### src/rtl/splat_ddr_fetch.sv
// splat_ddr_fetch: credit-gated Avalon-MM burst reader feeding the splat word FIFO.
// Bursts are only issued when the FIFO is guaranteed room for every returning word.
module splat_ddr_fetch #(
    parameter int FIFO_DEPTH = 32,
    parameter int MAX_BURST  = 8,
    parameter int ADDR_W     = 29,
    parameter int LEN_W      = 20
) (
    input  logic              clk,
    input  logic              reset,
    input  logic              start,
    input  logic [ADDR_W-1:0] base_addr,
    input  logic [LEN_W-1:0]  word_count,
    input  logic              abort,
    output logic              busy,
    output logic              done,
    output logic [ADDR_W-1:0] ddr_address,
    output logic [3:0]        ddr_burstcount,
    output logic              ddr_read,
    input  logic              ddr_waitrequest,
    input  logic [63:0]       ddr_readdata,
    input  logic              ddr_readdatavalid,
    output logic [63:0]       fifo_wr_data,
    output logic              fifo_wr_en,
    input  logic [5:0]        fifo_count,
    output logic              fifo_flush
);

    typedef enum logic [2:0] {
        IDLE,
        REQ,
        WAIT,
        ABORT,
        DONE
    } state_t;

    localparam logic [6:0]       DEPTH7 = 7'(FIFO_DEPTH);
    localparam logic [LEN_W-1:0] MAXB   = LEN_W'(MAX_BURST);

    state_t            state;
    state_t            state_nx;

    logic [LEN_W-1:0]  req_left;
    logic [LEN_W-1:0]  wr_left;
    logic [6:0]        outstanding;
    logic              ret_valid;

    logic [LEN_W-1:0]  burst_len;
    logic [3:0]        burst;
    logic [6:0]        used;
    logic [6:0]        credit;
    logic              can_issue;
    logic              issue;
    logic              accept;
    logic              last_accept;
    logic              retire;
    logic              drain_done;
    logic              all_written;

    // Burst sizing and credit: words in the FIFO plus words still owed by DDR
    // must leave room for the whole next burst.
    always_comb begin
        burst_len   = (req_left > MAXB) ? MAXB : req_left;
        burst       = burst_len[3:0];
        used        = {1'b0, fifo_count} + outstanding;
        credit      = DEPTH7 - used;
        can_issue   = (used <= DEPTH7) && (credit >= {3'b000, burst});
        issue       = (state == REQ) && !ddr_read
                      && (req_left != '0) && can_issue;
        accept      = ddr_read && !ddr_waitrequest;
        last_accept = accept && (req_left == LEN_W'(ddr_burstcount));
        retire      = ret_valid && (outstanding != 7'd0);
        // The final return may still be in the capture register when the
        // drain finishes; it retires on the same edge the FSM leaves ABORT.
        drain_done  = !ddr_read
                      && ((outstanding == 7'd0)
                          || ((outstanding == 7'd1) && ret_valid));
        all_written = (outstanding == 7'd0) && (wr_left == '0);
    end

    // Returns only reach the FIFO while a live transfer is running.
    assign fifo_wr_en = ret_valid && ((state == REQ) || (state == WAIT));

    // State register.
    always_ff @(posedge clk or posedge reset) begin
        if (reset) begin
            state <= IDLE;
        end else begin
            state <= state_nx;
        end
    end

    // Next-state and status outputs.
    always_comb begin
        state_nx   = state;
        busy       = 1'b0;
        done       = 1'b0;
        fifo_flush = 1'b0;
        unique case (state)
            IDLE: begin
                if (start) begin
                    state_nx = (word_count == '0) ? DONE : REQ;
                end
            end
            REQ: begin
                busy = 1'b1;
                if (abort) begin
                    state_nx = ABORT;
                end else if (last_accept) begin
                    state_nx = WAIT;
                end
            end
            WAIT: begin
                busy = 1'b1;
                if (all_written) begin
                    state_nx = DONE;
                end else if (abort) begin
                    state_nx = ABORT;
                end
            end
            ABORT: begin
                busy = 1'b1;
                if (drain_done) begin
                    fifo_flush = 1'b1;
                    state_nx   = IDLE;
                end
            end
            DONE: begin
                done     = 1'b1;
                state_nx = IDLE;
            end
            default: begin
                state_nx = IDLE;
            end
        endcase
    end

    // Avalon request: once raised, address/burstcount/read hold until accepted,
    // even across an abort, so the slave never sees a withdrawn request.
    always_ff @(posedge clk or posedge reset) begin
        if (reset) begin
            ddr_read       <= 1'b0;
            ddr_address    <= '0;
            ddr_burstcount <= 4'd0;
            req_left       <= '0;
        end else begin
            if ((state == IDLE) && start) begin
                ddr_address <= base_addr;
                req_left    <= word_count;
            end
            if (issue) begin
                ddr_read       <= 1'b1;
                ddr_burstcount <= burst;
            end else if (accept) begin
                ddr_read    <= 1'b0;
                ddr_address <= ddr_address + ADDR_W'(ddr_burstcount);
                req_left    <= req_left - LEN_W'(ddr_burstcount);
            end
        end
    end

    // Words owed by DDR: grow by a burst on accept, shrink by one per return.
    always_ff @(posedge clk or posedge reset) begin
        if (reset) begin
            outstanding <= 7'd0;
        end else if ((state == IDLE) && start) begin
            outstanding <= 7'd0;
        end else begin
            outstanding <= outstanding
                           + (accept ? {3'b000, ddr_burstcount} : 7'd0)
                           - (retire ? 7'd1 : 7'd0);
        end
    end

    // Words still to be written to the FIFO for the current transfer.
    always_ff @(posedge clk or posedge reset) begin
        if (reset) begin
            wr_left <= '0;
        end else if ((state == IDLE) && start) begin
            wr_left <= word_count;
        end else if (fifo_wr_en && (wr_left != '0)) begin
            wr_left <= wr_left - 1'b1;
        end
    end

    // One-cycle capture of DDR returns; stale returns outside a transfer are dropped.
    always_ff @(posedge clk or posedge reset) begin
        if (reset) begin
            ret_valid    <= 1'b0;
            fifo_wr_data <= '0;
        end else begin
            ret_valid    <= ddr_readdatavalid && busy;
            fifo_wr_data <= ddr_readdata;
        end
    end

endmodule

### config.mk
export PLATFORM = sky130hd
export DESIGN_NAME = splat_ddr_fetch
export DESIGN_NICKNAME = d
export VERILOG_FILES = /design/src/rtl/splat_ddr_fetch.sv
export SDC_FILE = /design/constraint.sdc
export NUM_CORES = 1
export LEC_CHECK = 0
export ABC_AREA = 1
export CAP_MARGIN = 20
export CORE_ASPECT_RATIO = 2
export CORE_UTILIZATION = 53
export DETAILED_ROUTE_END_ITERATION = 8
export GPL_TIMING_DRIVEN = 1
export PLACE_DENSITY = 0.87
export SKIP_CTS_REPAIR_TIMING = 1
export SLEW_MARGIN = 20
export SYNTH_ARGS = -nofsm -noshare
export SYNTH_HDL_FRONTEND = slang
export SYNTH_SLANG_ARGS = --single-unit
### constraint.sdc
create_clock -name clk -period 11.7 [get_ports clk]
set_input_delay 2.34 -clock clk [delete_from_list [all_inputs] [get_ports clk]]
set_output_delay 2.34 -clock clk [all_outputs]
set_load 0.02 [all_outputs]
### Word-level counts from Yosys, hierarchy flattened

Cells that the tools add are included.

* memory bits (read-only): 0
* register bits: 149
* memories kept: 0
* memory bits (writable): 0
* latch bits: 0

* reductions and logical operators: 29
* divide/modulo/power cells: 0
* bitwise logic cells: 0
* $add $sub $neg: 7
* equality and inequality tests: 10
* mux-type cells: 26
* order comparisons: 3
* multiply operators: 0
* shift operators: 0

Operators with widths (number)
* 20-bit 2-to-1 mux: 5
* 29-bit 2-to-1 mux: 3
* 20-bit logical NOT: 2
* 20-bit nonzero test: 2
* 29-bit by 4-bit adder with 29-bit output: 1
* 3-bit 2-to-1 mux: 7
* 20-bit by 4-bit equality test with 1-bit output: 1
* 20-bit by 4-bit greater-than comparator with 1-bit output (second input constant): 1
* 20-bit by 1-bit subtractor with 20-bit output (second input constant): 1
* 20-bit by 4-bit subtractor with 20-bit output: 1
* 1-bit logical AND: 14
* 3-bit one-hot mux with 4 select lines: 1
* 4-bit 2-to-1 mux: 2
* 6-bit by 7-bit adder with 7-bit output: 1
* 7-bit by 4-bit adder with 7-bit output: 1
* 7-bit by 1-bit equality test with 1-bit output (second input constant): 1
* 7-bit by 4-bit >= comparator with 1-bit output: 1
* 7-bit by 6-bit <= comparator with 1-bit output (second input constant): 1
* 7-bit logical NOT: 1
* 1-bit 2-to-1 mux: 7
* 7-bit 2-to-1 mux: 1
* 7-bit nonzero test: 1
* 6-bit by 7-bit subtractor with 7-bit output (first input constant): 1
* 7-bit by 1-bit subtractor with 7-bit output: 1
* 11 further kinds: 17

### Logic depth before layout (Yosys ltp)

* depth in word-level cells: 6
* depth in mapped cells: 19

### Least setup slack after synthesis

OpenSTA, ideal clock, no wires.

* path kind: in2reg
* start: in fifo_count[0]
* end: reg ddr_read
* cell stages on the path: 14
* data arrival time: 4362 ps
* required time: 11566 ps
* slack: 7204 ps
* buffers on the path: 0
* cells stage by stage: ha_1 > inv_1 > fa_1 > ha_1 > ha_1 > a21boi_0 > o21ai_0 > nand2_1 > nand2_1 > nand2_1 > nor2_1 > nand2_2 > nand2_1 > o21ai_0

* word-level cells in the longest chain between the ends: 6
* elaborated cells between the ends (all ways): 8
* those cells by class: add/sub: 2; order compare: 2; mux: 1; reduce/logical: 3

RTL lines
* start: declaration: line 25 `input logic [5:0] fifo_count,`
* 6-bit by 7-bit adder with 7-bit output *: line 65 `used = {1'b0, fifo_count} + outstanding;`
* 6-bit by 7-bit subtractor with 7-bit output: line 66 `credit = DEPTH7 - used;`
* 7-bit by 4-bit >= comparator with 1-bit output: line 67 `can_issue = (used <= DEPTH7) && (credit >= {3'b000, burst});`
* 1-bit logical AND *: line 67
* 1-bit logical AND *: line 69 `&& (req_left != '0) && can_issue;`
* 1-bit 2-to-1 mux or 2-bit nonzero test (tied branches)
* end signal: assignment: line 142 `ddr_read <= 1'b0;`
* end signal: assignment: line 152 `ddr_read <= 1'b1;`
* end signal: assignment: line 155 `ddr_read <= 1'b0;`
* end: declaration: line 19 `output logic ddr_read,`

Mark *: on every way between the ends. The rest lies on a longest branch, timed or not.
A chain may end at the register's enable or synchronous reset.

### Worst setup path in the final report

* start: reg outstanding[5]
* end: out fifo_flush

* word-level cells in the longest chain between the ends: 6
* elaborated cells between the ends (all ways): 7
* those cells by class: eq/ne: 1; mux: 2; reduce/logical: 4

RTL lines
* start: declaration: line 45 `logic [6:0] outstanding;`
* start signal: assignment: line 169 `outstanding <= outstanding`
* 7-bit by 1-bit equality test with 1-bit output: line 77 `|| ((outstanding == 7'd1) && ret_valid));`
* 1-bit logical AND: line 77
* 1-bit logical OR *: line 77
* 1-bit logical AND *: line 76 `&& ((outstanding == 7'd0)`
* 1-bit 2-to-1 mux *: line 123 `if (drain_done) begin`
* 1-bit 2-to-1 mux *: line 99 `unique case (state)`
* end: declaration: line 26 `output logic fifo_flush`

Marks and branches as above.

==> metrics.md <==
| Metric | Value |
|---|---|
| Pin count of the biggest net entering global routing | 81 |
| Pwr per Cell Area | 246 nW/um^2 |
| Average size of a mapped cell | 7.95 um^2 |
| Clock-pin slew on the worst setup and hold paths | 70 ps |
| Worst Setup End Kind | primary output |
| WP depth | 7 |
| Routability cong. | 0.951 |
| Final hold vios | 0 |
| Initial antenna violation count | 0 |
| Worst r2r src | outstanding[5] |
| HP Class | reg2reg |
| Ranking of synthesized cells by area | dfrtp_1 (45%), nand2_1 (13%), inv_1 (5.3%), nor2_1 (4.9%), ha_1 (4.7%) |
| Cells along the critical path | inv_1 -> ha_1 -> nand2_1 -> nor3_1 -> nand4_1 -> nor4_1 -> clkdlybuf4s50_1 |
| Row cnt | 64 |
| Total CTS buffers | 17 |
| Grt ovf | 0 |
| Vias in the first global route | 8290 |
| Ys flop type | dfrtp_1 |
| Sw frac | 44.8% |
| Slew @ Worst Pin | 762 ps |
| Die area | 16100 um^2 |
| Leading cell types in the layout, fill and taps excluded | nand2_1 (286), clkdlybuf4s50_1 (226), dfrtp_1 (149) |
| Worst EP arrival | 2640 ps |
| Slew Limit Fails | 0 |
| Final min period | 4980 ps |
| I/O Buffers | 226 |
| Initial Utilization | 54.1% |
| Die X | 90.1 um |
| FF+latch count, synth | 149 |
| Cell-internal power | 1530 uW |
| Die Y | 178 um |
| Final Cell Area | 11300 um^2 |
| DR WL/cell | 16.7 um |
| RSZ-0062 raised after global routing | no |
| Clock root cell | clkbuf_16 |
| Longest Clk Path Bufs | 2 |
| Tot Pwr | 2770 uW |
| Setup TNS | 0 ps |
| Crit path from | outstanding[5] |
| Reg power frac | 30.7% |
| Worst Path Required | 9360 ps |
| CTS tree | done |
| Post-synth EDFFs | 0 |
| DRC | 0 |
| WP buf/inv | 2 |
| Routed Antenna Nets | 0 |
| Status | finished, final reports clean |
| Vias per inst | 5.46 |
| Synth-to-layout area growth | 36.8% |
| LEAKAGE | 0.00525 uW |
| First-pass GRT wire length | 38.8 mm |
| Clock power share | 20.4% |
| First-pass DRT Iterations | 5 |
| Worst r2r path cells | 16 |
| Hold Slack | 547 ps |
| Async SR Flop Fraction | 100% |
| Max_cap viols | 0 |
| Placed cell areas | 10600 um^2 |
| Final core occ | 74.0% |
| Via Count | 8044 |
| Largest delay contributor family on the critical path | simple AND/OR/NAND/NOR gates |
| Sequential area share after synthesis | 45.3% |
| GR Util met2 | 58.8% |
| Crit-path slowest cell | clkdlybuf4s50_1 |
| Yosys warns | 0 |
| Post-synthesis cell type count | 43 |
| Gate power share | 48.9% |
| TritonCTS Sinks | 149 |
| Slowest cell delay on critical path | 660 ps |
| Met1 usage | 29.1% |
| Filler cell count | 1116 |
| Final Cycle Share | 42.5% |
| Ports placed on the boundary | 227 |
| Psw | 1240 uW |
| Final Skew | 11.7 ps |
| Clk Latency, worst-skew pair | 440 ps |
| Initial DRC count | 428 |
| H-tree depth | 4 |
| Max Fclk | 0.201 GHz |
| Critical-path maximum fanout | 3 |
| Hold depth | 2 |
| Synth top area share | 45.3% |
| Crit path kind | reg2out |
| Slew headroom | 49.2% |
| Ratio of cells with drive above 1 in the final layout | 6.12% |
| Met3 usage | 6.18% |
| # diodes | 0 |
| Netlist Area Pre-Place | 8230 um^2 |
| Grt peak-use layer | met2 |
| Synth area leader | dfrtp_1 |
| Startpoint Class | flop |
| Final setup viols | 0 |
| Total track usage | 31.3% |
| Core footprint | 15200 um^2 |
| Min-delay src | wr_left[14] |
| Syn_nets | 1195 |
| Max rail drop VDD | 0.156 mV |
| Post-synthesis cell count | 1035 |
| HPWL Detailed | 18.2 mm |
| Nets | 1421 |
| Commonest non-fill, non-tap cell in the layout | nand2_1 |
| Post-Route WL | 24.6 mm |
-- cells in the mapped netlist (all sizes together) (10+ instances only) --
master,instances
a21oi,17
a31oi,20
buf,13
clkbuf,11
dfrtp,149
ha,31
inv,122
nand2,289
nand3,68
nand4,19
nor2,120
nor3,23
o211ai,10
o21ai,63
xnor2,13
xor2,35
-- per-stage QoR --
stage / setup WS, ps / cells
finish: 6720 / 1472
global route: 6620 / 1472
CTS: 6740 / 1472
detailed placement: 6500 / 1440
global placement: 6600 / 1440
floorplan: 5350 / 1035
-- registers in the layout (all words and copies together) (netlist names) --
| signal | cells |
|---|---|
| ddr_address | 29 |
| state | 3 |
| ddr_read | 1 |
| ddr_burstcount | 4 |
| req_left | 20 |
| outstanding | 7 |
| fifo_wr_data | 64 |
| wr_left | 20 |
| ret_valid | 1 |
-- worst register-to-register path, stage by stage, from the launching register on --
cell	delay [ps]
dfrtp_1	420
inv_1	100
ha_1	140
nand2_1	50
nor3_1	380
a31oi_1	250
ha_1	340
inv_1	40
ha_1	200
fa_1	410
nand3_1	90
nand3_1	100
nand2_1	120
a21oi_1	90
nor2_1	130
o21ai_0	110
a21oi_1	170
-- worst paths after layout --
kind                       slack (ps)               to
max                              6720       fifo_flush
min                               550      wr_left[14]
min in group asynchronous        2370  fifo_wr_data[9]
max reg2reg                      8480   outstanding[6]
max in group asynchronous        8130   ddr_address[5]
min reg2reg                       550      wr_left[14]
-- power by group through the flow --
stage	Clock, uW	Combinational (uW)	Sequential, uW
floorplan	0	862	884
global placement	0	1280	845
detailed placement	0	1330	848
CTS	572	1350	845
global route	588	1510	867
finish	566	1350	852
-- final cells by class --
type                       instances  area [um^2]  area share, %
clock inverter                    14          164           1.46
tap                              198          248           2.20
timing repair buffer             231         2300           20.5
sequential                       149         3730           33.1
multi-input combinational        740         3910           34.7
inverter                         122          463           4.11
clock buffer                      18          439           3.90
-- metal layers --
metal / routed length (um) / part of all wire [%]
met4: 1720 / 7.0
met3: 1340 / 5.4
met2: 13500 / 55
met5: 0 / 0
met1: 8090 / 33
-- cells by family (layout without fill, tap and decap cells) --
| family | count (synthesis) | count (layout) | share of synthesized area (%) |
|---|---|---|---|
| flops | 149 | 149 | 45.3 |
| simple gates | 539 | 539 | 28.2 |
| compound gates | 116 | 116 | 8.20 |
| buf+inv | 146 | 385 | 7.25 |
| fa+ha+maj | 35 | 35 | 5.69 |
| mux | 2 | 2 | 0.243 |
| xor+xnor | 48 | 48 | 5.11 |
Note: power is estimated with default switching activity, not from simulation.
